File: config.mk
export PLATFORM = sky130hd
export DESIGN_NAME = debounce_bank
export DESIGN_NICKNAME = d
export VERILOG_FILES = /design/src/rtl/debounce_bank.sv
export SDC_FILE = /design/constraint.sdc
export NUM_CORES = 1
export LEC_CHECK = 0
export ABC_AREA = 1
export CELL_PAD_IN_SITES_DETAIL_PLACEMENT = 1
export CELL_PAD_IN_SITES_GLOBAL_PLACEMENT = 2
export CORE_MARGIN = 2
export CORE_UTILIZATION = 39
export DETAILED_ROUTE_END_ITERATION = 6
export PLACE_DENSITY_LB_ADDON = 0.2
export SLEW_MARGIN = 5
export SYNTH_ARGS = -nofsm -noshare
export SYNTH_HDL_FRONTEND = slang
export SYNTH_SLANG_ARGS = --single-unit
File: constraint.sdc
create_clock -name i_clk -period 2.9 [get_ports i_clk]
set_input_delay 0.58 -clock i_clk [delete_from_list [all_inputs] [get_ports i_clk]]
set_output_delay 0.58 -clock i_clk [all_outputs]
set_load 0.05 [all_outputs]
File: src/rtl/debounce_bank.sv
// N-channel push-button/switch debouncer with press, release and long-press pulses.
// Optional auto-repeat of the long-press pulse is enabled by defining DEBOUNCE_AUTOREPEAT_EN.
module debounce_bank #(
    parameter int N_CH          = 4,
    parameter int STABLE_CYCLES = 120000,
    parameter int LONG_CYCLES   = 12000000,
    parameter int REPEAT_CYCLES = 3000000,
    parameter bit ACTIVE_LOW    = 1'b1
) (
    input  logic            i_clk,
    input  logic            i_rst_n,
    input  logic [N_CH-1:0] i_in,
    output logic [N_CH-1:0] o_level,
    output logic [N_CH-1:0] o_press,
    output logic [N_CH-1:0] o_release,
    output logic [N_CH-1:0] o_long
);

    localparam int CNT_W    = $clog2(STABLE_CYCLES);
    localparam int HOLD_MAX = (LONG_CYCLES > REPEAT_CYCLES) ? LONG_CYCLES : REPEAT_CYCLES;
    localparam int HCNT_W   = $clog2(HOLD_MAX);

    localparam logic              IDLE      = ACTIVE_LOW ? 1'b1 : 1'b0;
    localparam logic [CNT_W-1:0]  CNT_LAST  = CNT_W'(STABLE_CYCLES - 1);
    localparam logic [HCNT_W-1:0] LONG_LAST = HCNT_W'(LONG_CYCLES - 1);
`ifdef DEBOUNCE_AUTOREPEAT_EN
    localparam logic [HCNT_W-1:0] REPEAT_LAST = HCNT_W'(REPEAT_CYCLES - 1);
`endif

    logic [N_CH-1:0]   sync1;
    logic [N_CH-1:0]   sync2;
    logic [N_CH-1:0]   level_q;
    logic [N_CH-1:0]   press_q;
    logic [N_CH-1:0]   release_q;
    logic [N_CH-1:0]   long_q;
    logic [N_CH-1:0]   fired_q;
    logic [CNT_W-1:0]  cnt_q  [N_CH];
    logic [HCNT_W-1:0] hcnt_q [N_CH];

    logic [N_CH-1:0]   settle;
    logic [N_CH-1:0]   held;

    // settle: the synchronised input has differed for long enough and the level flips this edge
    always_comb begin
        settle = '0;
        held   = '0;
        for (int i = 0; i < N_CH; i++) begin
            settle[i] = (sync2[i] != level_q[i]) && (cnt_q[i] == CNT_LAST);
            held[i]   = (level_q[i] != IDLE);
        end
    end

    always_ff @(posedge i_clk) begin
        if (!i_rst_n) begin
            sync1     <= {N_CH{IDLE}};
            sync2     <= {N_CH{IDLE}};
            level_q   <= {N_CH{IDLE}};
            press_q   <= '0;
            release_q <= '0;
            long_q    <= '0;
            fired_q   <= '0;
            for (int i = 0; i < N_CH; i++) begin
                cnt_q[i]  <= '0;
                hcnt_q[i] <= '0;
            end
        end else begin
            sync1     <= i_in;
            sync2     <= sync1;
            press_q   <= '0;
            release_q <= '0;
            long_q    <= '0;
            for (int i = 0; i < N_CH; i++) begin
                if (sync2[i] == level_q[i]) begin
                    cnt_q[i] <= '0;
                end else if (settle[i]) begin
                    cnt_q[i]     <= '0;
                    level_q[i]   <= sync2[i];
                    press_q[i]   <= (sync2[i] != IDLE);
                    release_q[i] <= (sync2[i] == IDLE);
                end else begin
                    cnt_q[i] <= cnt_q[i] + 1'b1;
                end

                // A settling edge in either direction restarts the hold timer, so release beats long
                if (settle[i] || !held[i]) begin
                    hcnt_q[i]  <= '0;
                    fired_q[i] <= 1'b0;
                end else if (!fired_q[i]) begin
                    if (hcnt_q[i] == LONG_LAST) begin
                        long_q[i]  <= 1'b1;
                        fired_q[i] <= 1'b1;
                        hcnt_q[i]  <= '0;
                    end else begin
                        hcnt_q[i] <= hcnt_q[i] + 1'b1;
                    end
                end
`ifdef DEBOUNCE_AUTOREPEAT_EN
                else begin
                    if (hcnt_q[i] == REPEAT_LAST) begin
                        long_q[i] <= 1'b1;
                        hcnt_q[i] <= '0;
                    end else begin
                        hcnt_q[i] <= hcnt_q[i] + 1'b1;
                    end
                end
`endif
            end
        end
    end

    assign o_level   = level_q;
    assign o_press   = press_q;
    assign o_release = release_q;
    assign o_long    = long_q;

endmodule

# Word level (Yosys, flattened, before mapping)
# Memories as Yosys holds them, arrays and structs flattened.
# Index checks and enable logic that the tools add are counted.
dict set report totals {
  ff_bits 28
  mem_bits_rw 164
  in_bits 6
  out_inout_bits 16
  word_cells 227
  n_memories 2
}
# name words width read_ports rd_ports_with_merged_regs wr line_no
set mem_list {}
lappend mem_list {hcnt_q 4 24 4 0 4 38} ;# logic [HCNT_W-1:0] hcnt_q [N_CH];
lappend mem_list {cnt_q 4 17 4 0 4 37} ;# logic [CNT_W-1:0] cnt_q [N_CH];
dict set report op_classes {
  addsub 8
  n_eq_ne 16
  mux 125
  n_bitwise 37
  reduce_logical 20
}
# op n
set ops {}
lappend ops {{$mux 24} 12}
lappend ops {{$mux 17} 12}
lappend ops {{$mux 1} 101}
lappend ops {{$add 24x1->24 const B} 4}
lappend ops {{$eq 24x24->1 const B} 4}
lappend ops {{$add 17x1->17 const B} 4}
lappend ops {{$eq 17x17->1 const B} 4}
lappend ops {{$or 1x1->1} 24}
lappend ops {{$not 1->1} 13}
lappend ops {{$reduce_or 3->1} 4}
lappend ops {{$reduce_and 2->1} 4}
lappend ops {{$reduce_or 2->1} 4}
lappend ops {{$eq 1x1->1} 4}
lappend ops {{$logic_and 1x1->1} 4}
lappend ops {{$logic_or 1x1->1} 4}
lappend ops {{$ne 1x1->1} 4}

# Longest topological paths before layout
dict set report depth {
  ltp_word 9
  depth_mapped 11
  mapped_depth_nobuf 10
}

# Worst setup path before layout
# OpenSTA, ideal clock, no wires.
dict set report synth_timing {
  path_type {register to register}
  start {register level_q[0] (netlist: o_level[0])}
  end {memory hcnt_q[0][0] (netlist bit) (enable)}
  setup_time_ns 0.381
  arrival_ns 1.686
  t_required_ns 2.519
  slack_ns 0.833
  stages_incl_launch_ff 6
  path_buffers 0
  period_less_slack_ns 2.067
  path_cell_list {dfxtp_1 xor2_1 nand4_1 nand2_1 inv_1 nand2_1}
}
# item line_no
set synth_lines {}
lappend synth_lines {{start, declared} 32} ;# logic [N_CH-1:0] level_q;
lappend synth_lines {{start signal, assigned} 57} ;# level_q <= {N_CH{IDLE}};
lappend synth_lines {{start signal, assigned by index} 77} ;# level_q[i] <= sync2[i];
lappend synth_lines {{end, declared} 38}

# Worst setup path after layout
dict set report layout_timing {
  start {register level_q[1] (netlist: o_level[1])}
  end {output port o_level[1]}
}
# item line_no
set layout_lines {}
lappend layout_lines {{end, declared} 13} ;# output logic [N_CH-1:0] o_level,
# No word-level cell between the ends.

==> impl_results.md <==
- Status: complete, no violations
- Cells along the critical path: clkdlybuf4s50_1
- Design area: 12400 um^2
- FP Rows: 61
- Share of layout cells above drive strength 1: 5.94%
- Post-synthesis cell type with the largest combined area: edfxtp_1
- CP endpoint kind: primary output
- Layout fillers: about 3400
- Placed cell areas: roughly 12000 um^2
- GRT overflow: 0
- WL/cell: about 13 um
- All-Layer GR Usage: between 15 and 20%
- Floorplan die height: between 150 and 200 um
- Critical path launch point type: flop
- Post-CTS Hold Fix Bufs: 0
- Hold Path Class: flop to flop
- CP peak stage delay: 860 ps
- Area grow syn2layout: 12.7%
- Area fraction of the dominant cell type after synthesis: between 40% and 50%
- Final WL: 24.4 mm
- Worst Path Required: between 2000 and 2500 ps
- Die W: approximately 170 um
- Highest clock rate: roughly 0.43 GHz
- VDD IR max: between 0.0002 and 0.0003 V
- Port Buf Inserts: 21
- Top post-synthesis cells by count: nand2_1 (326), nor2_1 (294), inv_1 (175)
- Storage element area: 5490 um^2
- Drt first pass iters: 6
- Syn avg cell area: slightly above 8 um^2
- Final-report hold violation count: 0
- Power Density: roughly 440 nW/um^2
- Clock Path Buffers: 2
- Vias in the first global route: 8721
- Top FF cell, synth: edfxtp_1
- Slowest library cell on the worst path: clkdlybuf4s50_1
- Vias per inst: between 4 and 5
- RePlAce Congestion: 0.770
- Final Max Slew Viols: 0
- Pwr Total: 5460 uW
- I/O Pins: 22
- Critical path buffers and inverters: 1
- Syn Std Cell Area: ~11000 um^2
- Largest net degree at the start of global routing: 25
- Top-count cell post-synth: nand2_1
- Clock slew at reported path FFs: ~80 ps
- Clock Tree Root: clkbuf_16
- Seq cells post-synth: 192
- Number of inserted diodes: 0
- Initial antenna violation count: 0
- Clk sinks: around 190
- Post-CTS resize count: 0
- Post-Synthesis Cells: between 1000 and 1500
- Setup_tns: 0 ps
- Skew-Pair Late Insertion Delay: roughly 440 ps
- CP delay by family, top: buffers and inverters
- Tcrit/Tclk final: roughly 80%
- Final worst path period need: between 2000 and 2500 ps
- Net count, final: 1465
- Fin Hold WS: about 420 ps
- Final ANT Viol Nets: 0
- Die area: about 30000 um^2
- Crit Path Max Fanout: 3
- RSZ-0062 raised after global routing: no
- H-tree depth: 4
- Maxcap violations: 0
- Post-synth EDFFs: 164
- Static Leak: approximately 0.0047 uW
- Setup violations, final: 0
- WS Path Type: flop to primary output
- Vias: 8609
- CTS tree: built
- Detailed placer's ending HPWL: 18.3 mm
- Clk_skew: a little over 8 ps
- Synth cell types: 39
- Relative slew slack: between 50 and 60%
- Synth warn: 0
- Fraction of registers with async set or reset after synthesis: 0%
- Total core area: 27800 um^2
- Initial Utilization: around two fifths
- Crit path DAT: between 1500 and 2000 ps
- Worst Tran Pin Value: 679 ps
- Area contributors post-synth: edfxtp_1 (45%), nand2_1 (11%), nor2_1 (10%)
- Register area share after synthesis: 49.8%
- First-pass GRT wire length: about 42 mm
- Multi-input combinational cell area: between 4000 and 5000 um^2
- DRC: 0
- TritonCTS Buffers: 17
- # Post-CTS Setup Buffers: 0
- DR iter-0 viols: between 300 and 400
## logic make-up (layout without fill, tap and decap cells)
kind of cell    Yosys count  in the layout  synth area share (%)
compound gates           51             51                  2.71
flops                   192            192                  49.8
fa+ha+maj                 8              8                 0.910
xor+xnor                 83             83                  6.61
simple gates            827            827                  32.7
other cells               1             68                0.0341
buf+inv                 189            235                  7.17
## area by class of cell
cell class	count	area share, %
clock buffers	17	3.43
flip-flops and latches	192	44.2
repair buffers	27	2.06
inverters	176	5.32
multi-input cells	1037	40.1
clock inverters	15	1.02
well taps	378	3.81
## layout by cell type, fill, tap and decap left out, drive strengths merged, types with 21 or more instances in the layout
master           n
nand2          332
a21oi           28
nor3            33
nor2           311
xnor2           30
dfxtp           28
inv            185
nand4           32
xor2            53
conb            68
clkdlybuf4s50   21
nand3           81
edfxtp         164
## worst paths after layout
path / from / endpoint / cells after the start / slack [ps]
max: o_level[1]$_SDFFE_PN1N_ / o_level[1] / 1 / 580
max reg2reg: hcnt_q[2][0]$_SDFFCE_PN0P_ / hcnt_q[2][8]$_SDFFCE_PN0P_ / 6 / 750
min reg2reg: sync1[3]$_SDFF_PN1_ / sync2[3]$_SDFF_PN1_ / 1 / 420
min: sync1[3]$_SDFF_PN1_ / sync2[3]$_SDFF_PN1_ / 1 / 420
## per-layer routing
metal | GRT usage, % | vias to the layer above | part of all wire (%)
li1 | - | 4462 | -
met1 | 24.5 | 4053 | 51
met2 | 28.5 | 72 | 45
met3 | 2.95 | 22 | 2.3
met4 | 4.86 | 0 | 1.3
met5 | 0 | - | 0
## flip-flops by register name, indices dropped and copies added (netlist names)
register	cells
o_release	4
sync2	4
o_press	4
o_long	4
o_level	4
sync1	4
hcnt_q	96
cnt_q	68
fired_q	4
## metrics by stage
stage	utilization, %	instances	setup WS [ps]
after global routing	44.7	1842	529
after global placement	42.7	1810	522
final	44.7	1842	582
after floorplan	-	1418	833
after CTS	44.7	1842	557
after detailed placement	42.7	1810	394
## power by group
| group | switching, uW | internal [uW] |
|---|---|---|
| clock network | 1150 | 1130 |
| logic | 83.3 | 42.3 |
| registers | 42.8 | 3010 |
| total | 1280 | 4180 |
## worst reg2reg max path: stages, from the launching register on
cell      delay (ps)
edfxtp_1         420
ha_1             260
nand3_1          150
nor2_1           100
nand3_1          190
nand4_2          580
nor2_1           290
Power figures use the tool's default switching activity.
